## src/rtl/fetch_unit_pkg.sv

```systemverilog
// fetch_unit_pkg: shared fetch pair type and fetch geometry constants.
package fetch_unit_pkg;
  localparam int FETCH_WIDTH = 2;
  localparam logic [31:0] FETCH_STRIDE = 32'd8;
  typedef struct packed {
    logic [31:0] pc;
    logic [31:0] instr1;
    logic [31:0] instr2;
  } fetch_pair_t;
endpackage

```

## src/rtl/fetch_queue.sv

```systemverilog
// fetch_queue: synchronous FIFO of fetch pairs with push, pop, flush (flush wins) and occupancy count.
module fetch_queue
  import fetch_unit_pkg::*;
#(
  parameter int DEPTH = 4,
  localparam int AW = $clog2(DEPTH),
  localparam int CW = AW + 1
) (
  input  logic          clk,
  input  logic          rst,
  input  logic          flush,
  input  logic          push,
  input  logic          pop,
  input  fetch_pair_t   din,
  output fetch_pair_t   dout,
  output logic [CW-1:0] count
);
  fetch_pair_t mem [DEPTH];
  logic [AW-1:0] wr_ptr, rd_ptr;
  always_ff @(posedge clk) begin
    if (rst || flush) begin
      wr_ptr <= '0;
      rd_ptr <= '0;
      count  <= '0;
    end else begin
      if (push) wr_ptr <= wr_ptr + AW'(1);
      if (pop) rd_ptr <= rd_ptr + AW'(1);
      count <= count + CW'(push) - CW'(pop);
    end
  end
  always_ff @(posedge clk) begin
    if (push && !flush && !rst) mem[wr_ptr] <= din;
  end
  assign dout = mem[rd_ptr];
endmodule

```

## src/rtl/fetch_unit.sv

```systemverilog
// fetch_unit: dual-issue instruction fetch front end feeding decode through a fetch queue.
// Optional FETCH_PERF_CNT_EN adds perf_pairs / perf_stall counters.
module fetch_unit
  import fetch_unit_pkg::*;
#(
  parameter logic [31:0] RESET_PC = 32'h0000_0000,
  parameter int          FQ_DEPTH = 4
) (
  input  logic        clk,
  input  logic        rst,
  output logic [31:0] imem_addr1,
  output logic [31:0] imem_addr2,
  input  logic [31:0] imem_instr1,
  input  logic [31:0] imem_instr2,
  input  logic        redirect_valid,
  input  logic [31:0] redirect_pc,
  output logic        out_valid,
  input  logic        out_ready,
  output logic [31:0] out_pc,
  output logic [31:0] out_instr1,
  output logic [31:0] out_instr2
`ifdef FETCH_PERF_CNT_EN
  ,
  output logic [31:0] perf_pairs,
  output logic [31:0] perf_stall
`endif
);
  localparam int CW = $clog2(FQ_DEPTH) + 1;
  localparam logic [31:0] SLOT_BYTES = FETCH_STRIDE / FETCH_WIDTH;
  logic [31:0] pc_q, req_pc_q;
  logic req_valid_q, credit, issue, push, pop;
  logic [CW-1:0] fq_count;
  fetch_pair_t head;
  // Credit counts the in-flight request so a response always has a free slot.
  assign credit = (fq_count + CW'(req_valid_q)) < CW'(FQ_DEPTH);
  assign issue = !rst && !redirect_valid && credit;
  assign push = req_valid_q && !redirect_valid && !rst;
  assign pop = out_valid && out_ready;
  assign imem_addr1 = pc_q;
  assign imem_addr2 = pc_q + SLOT_BYTES;
  always_ff @(posedge clk) begin
    if (rst) begin
      pc_q        <= RESET_PC;
      req_valid_q <= 1'b0;
    end else if (redirect_valid) begin
      pc_q        <= redirect_pc;
      req_valid_q <= 1'b0;
    end else begin
      req_valid_q <= issue;
      if (issue) begin
        pc_q     <= pc_q + FETCH_STRIDE;
        req_pc_q <= pc_q;
      end
    end
  end
  always_ff @(posedge clk) begin
    if (push) assert (fq_count != CW'(FQ_DEPTH));
  end
  fetch_queue #(.DEPTH(FQ_DEPTH)) u_fq (
    .clk   (clk),
    .rst   (rst),
    .flush (redirect_valid),
    .push  (push),
    .pop   (pop),
    .din   ('{pc: req_pc_q, instr1: imem_instr1, instr2: imem_instr2}),
    .dout  (head),
    .count (fq_count)
  );
  assign out_valid  = fq_count != '0;
  assign out_pc     = head.pc;
  assign out_instr1 = head.instr1;
  assign out_instr2 = head.instr2;
`ifdef FETCH_PERF_CNT_EN
  always_ff @(posedge clk) begin
    if (rst) begin
      perf_pairs <= '0;
      perf_stall <= '0;
    end else begin
      if (push) perf_pairs <= perf_pairs + 32'd1;
      if (!redirect_valid && !credit) perf_stall <= perf_stall + 32'd1;
    end
  end
`endif
endmodule

```

## config.mk

```make
export PLATFORM = sky130hd
export DESIGN_NAME = fetch_unit
export DESIGN_NICKNAME = d
export VERILOG_FILES = /design/src/rtl/fetch_unit_pkg.sv /design/src/rtl/fetch_queue.sv /design/src/rtl/fetch_unit.sv
export SDC_FILE = /design/constraint.sdc
export NUM_CORES = 1
export LEC_CHECK = 0
export ABC_AREA = 0
export BUFFER_PORTS_ARGS = -buffer_cell sky130_fd_sc_hd__buf_2
export CAP_MARGIN = 20
export CORE_ASPECT_RATIO = 2
export CORE_MARGIN = 2
export CORE_UTILIZATION = 61
export CTS_CLUSTER_SIZE = 12
export DETAILED_ROUTE_END_ITERATION = 10
export GPL_TIMING_DRIVEN = 0
export PLACE_DENSITY = 0.88
export SYNTH_ARGS = -nofsm -noshare
export SYNTH_HDL_FRONTEND = slang
export SYNTH_SLANG_ARGS = --single-unit
```

## constraint.sdc

```tcl
create_clock -name clk -period 8.6 [get_ports clk]
set_input_delay 0.43 -clock clk [delete_from_list [all_inputs] [get_ports clk]]
set_output_delay 0.43 -clock clk [all_outputs]
set_load 0.05 [all_outputs]
```

==> results.md <==
STA:
- The sum of negative setup slack is 0 ns.
- The final count of pins violating max slew is 0.
- On the final layout, the worst clock skew is 0.0197 ns.
- In the finished design, the share of the clock period the worst path needs comes to 44.1%.
- The worst-case hold slack is 0.109 ns.
- The worst path needs 3.80 ns of the cycle, external delays included.
- The slack of the critical path is 4.80 ns.
- The worst-margin pin slew is 0.997 ns.
- The count of endpoints failing hold in the final timing report is 0.
- Timing would allow up to 0.263 GHz.
- The worst slew margin relative to its limit is 32.9%.
- Setup repair after global routing left no endpoint under its margin.
- The setup-violating endpoint count in the final report is 0.

Global route:
- The via count of the first global-routing pass is 10300.
- The largest net degree at the start of global routing is 51.
- The sum of overflow across all layers after global routing is 0.
- The number of antenna violations at the first check in global routing came to 3.
- Global routing used 39.9% of the available met2 tracks.
- Global routing used 25.9% of the available tracks.
- The global-route met3 utilization is 5.53%.
- The first global-routing pass estimated 58300 um of wire.
- The met1 track utilization from global routing is 36.9%.
- The layer flagged by global routing as most heavily used is met2.

Clock tree:
- In this run the clock root is driven by a clkbuf_16.
- The CTS tree is built.
- At the later pin of the worst-skew pair, clock insertion delay measures 0.54 ns.
- The hold-fix buffer count after cts is 0.
- The number of gates resized after CTS is 0.
- The number of clock buffers added by TritonCTS is 44.
- The largest buffer count on any clock path is 3.
- The number of buffers added for setup after CTS is 0.
- The number of H-tree levels is 2.
- Clock-pin slew was measured on the worst setup and hold paths at 0.06 ns.
- CTS saw 458 sinks.

Critical path:
- In this run the worst setup path terminates at out_pc[2].
- The number of cells on the worst reg-to-reg path is 9.
- The launch instance of the worst register-to-register path is req_valid_q$_SDFF_PN0_.
- On the critical path, the stage with the largest delay is an instance of buf_1.
- The most frequent cell on the critical path is buf_2.
- The worst reg-to-reg setup slack is 5.90 ns.
- The endpoint required time on the critical path is 8.17 ns.
- The endpoint class of the critical path is a primary output.
- The endpoint of the lowest-slack register-to-register path is imem_addr1[31]$_SDFFE_PP0P_.
- The critical path runs through a total of 5 cells.
- For the worst setup path, the data arrival time is 3.37 ns.
- The largest fanout of any net on the critical path is 10.
- The critical path contains buffers and inverters numbering 4 combined.
- On the critical path the largest part of the delay comes from buffers and inverters.
- The signal on the critical path passes through clkbuf_1, buf_1, buf_2, mux4_2, buf_2.
- The stage delay of the slowest cell on the critical path is 0.74 ns.
- The type of origin of the critical path is a register.
- By startpoint and endpoint, the worst setup path is classified as reg -> out.

Place:
- The HPWL after detailed placement is 24200 um.
- The final weighted congestion in routability-driven placement is 0.970.
- Including well taps, the total number of placed cells is 1530.
- After detailed placement, the total cell area comes to 19500 um2.
- The number of buffers added on ports is 259.
- The worst slack at placement is 5.28 ns.

Yosys:
- The primary flip-flop cell chosen by synthesis mapping is edfxtp_1.
- The biggest area contributor in the post-synthesis netlist is edfxtp_1.
- The number of enable flip-flop cells after synthesis is 416.
- In this run, synthesis produced a sequential element count of 458.
- In the synthesized netlist, the cells that appear most often are 416 x edfxtp_1, 96 x mux4_2, 50 x nand2_1, 42 x dfxtp_1, 31 x clkbuf_1.
- In this run the mean area of a mapped cell was 19.5 um2.
- edfxtp_1 is the most common cell in the netlist.
- After synthesis, the netlist uses 51 different library cells.
- Yosys printed 0 warnings.
- After synthesis the cells add up to 17600 um2.
- Synthesis handed over a netlist of 905 instances.
- The share of synthesized flip-flops with an asynchronous set or reset is 0%.
- The top cell type by area accounts for 70.9% of the synthesized area.
- In the post-synthesis netlist, the biggest area contributors are edfxtp_1 71%, mux4_2 12%, dfxtp_1 4.8%.
- The share of synthesized area occupied by flip-flops and latches is 75.7%.
- Synthesis produced a netlist with a net count of 1014.

Floorplanning:
- The total number of placement rows is 88.
- 261 I/O pins were placed.
- In this run the vertical extent of the chip is 244 um.
- The horizontal die dimension is 124 um.
- The overall die area is 30300 um2.
- The core region is 28600 um2.
- The starting utilization of the core area is 61.6%.

Detailed routing:
- In this run, the number of DRC markers left after iteration 0 of detailed routing was 883.
- The pre-antenna-repair detailed-routing pass consisted of 7 iterations.
- The routed length per instance is 23.7 um.
- The detailed-route via count is 10000.
- The detailed-route vias per instance is 6.23.
- In the routed design, unresolved DRC markers number 0.
- The count of nets left with antenna violations once routing finished came out at 0.
- The final layout contains routed wiring with a total length of 38200 um.

Hold path:
- The startpoint identified for the worst hold timing path is imem_instr1[31].
- The path class of the lowest-slack min-delay path is in -> reg.

Power and ir drop:
- The maximum resistive drop on vdd is 182 uV.
- The cell leakage power is 7.01 nW.
- The design draws 4.47 mW.
- The power density relative to cell area is 215 nW/um2.

Final layout:
- In the final layout, the share of cells above drive strength 1 is 34.3%.
- The number of cells in the finished layout apart from fillers is 1610.
- The total non-filler cell area in the finished layout is 20800 um2.
- The post-layout net count is 1325.
- From synthesis to final layout, the design area changed by 18.0%.
- Cells fill 72.6% of the core in the end.

Job:
- The tool flagged a number of max-cap violations equal to 0.

Run status:
- The flow ran to the end, and the final reports show no timing, DRC or antenna violations.
-- layout by cell type, fill, tap and decap left out, types with 3 or more instances in the layout --
master / Yosys / routed
o31a_1: 3 / 3
mux4_2: 96 / 96
clkbuf_1: 31 / 62
nor3b_1: 3 / 3
edfxtp_1: 416 / 416
and3_4: 0 / 4
clkbuf_16: 0 / 45
buf_1: 11 / 10
mux2i_1: 5 / 5
o31ai_1: 3 / 3
dfxtp_1: 42 / 42
and2_1: 4 / 4
xor2_1: 14 / 14
inv_1: 15 / 15
buf_2: 7 / 268
nand4_1: 19 / 19
ha_1: 8 / 8
xnor2_1: 22 / 22
nand3_1: 14 / 14
a311oi_1: 4 / 4
or4_1: 7 / 7
or3_1: 15 / 15
nor2_1: 24 / 24
buf_16: 0 / 5
nor4_1: 12 / 12
o311ai_0: 12 / 12
o211ai_1: 3 / 3
a311o_1: 4 / 4
nor3_1: 12 / 12
a31oi_1: 20 / 20
nand2_1: 50 / 50
-- metal layers --
layer  share of wire (%)  vias up
li1                    -     4333
met1                  39     5040
met2                  48      567
met3                 9.6       81
met4                 3.3        4
met5               0.068        -
-- logic make-up (layout without fill, tap and decap cells) --
kind of cell	count (synthesis)	count (layout)	synth area share, %
DFF	458	458	75.7
xor gates and xnor gates	36	36	1.79
muxes	102	102	12.6
adders and majority gates	9	9	0.682
and+or+nand+nor	173	173	5.08
other	0	2	0
AOI/OAI and AO/OA	58	58	2.57
buffers and inverters	69	412	1.61
-- registers in the layout, summed over array words and instances, names as in the netlist, named ones only --
signal and flops:
req_pc_q 32, u_fq.mem 384, req_valid_q 1, u_fq.wr_ptr 2
u_fq.count 3, u_fq.rd_ptr 2, imem_addr1 32
-- power by group --
part	internal, mW	switching [mW]
sequential	2.46	0.0312
combinational	0.0745	0.199
clock	0.976	0.737
total	3.51	0.968
-- cell type report --
cell class / count / area, um2
Sequential cell: 458 / 13300
Fill cell: 1738 / 7830
Multi-Input combinational cell: 378 / 4030
Timing Repair Buffer: 265 / 1440
Clock buffer: 76 / 1240
Tap cell: 360 / 450
Buffer: 53 / 225
Inverter: 16 / 60.1
Clock inverter: 2 / 13.8
Antenna cell: 2 / 5.00
-- worst register-to-register path, delay by kind of cell, from the launching register on --
family | cells | cell delay (ns)
compound gates | 2 | 0.38
buf+inv | 5 | 1.25
flops | 1 | 0.30
mux | 1 | 0.48
simple gates | 1 | 0.19
-- how the worst min path moves through the flow --
| stage | endpoint | cells after the start |
|---|---|---|
| after detailed placement | req_pc_q[7]$_DFFE_PP_ | 0 |
| after global routing | u_fq.mem[0][55]$_DFFE_PP_ | 1 |
| after global placement | req_pc_q[7]$_DFFE_PP_ | 0 |
| final | u_fq.mem[1][63]$_DFFE_PP_ | 1 |
| after floorplan | u_fq.mem[0][64]$_DFFE_PP_ | 0 |
| after CTS | u_fq.mem[2][60]$_DFFE_PP_ | 1 |
(Power assumes the default switching activity.)
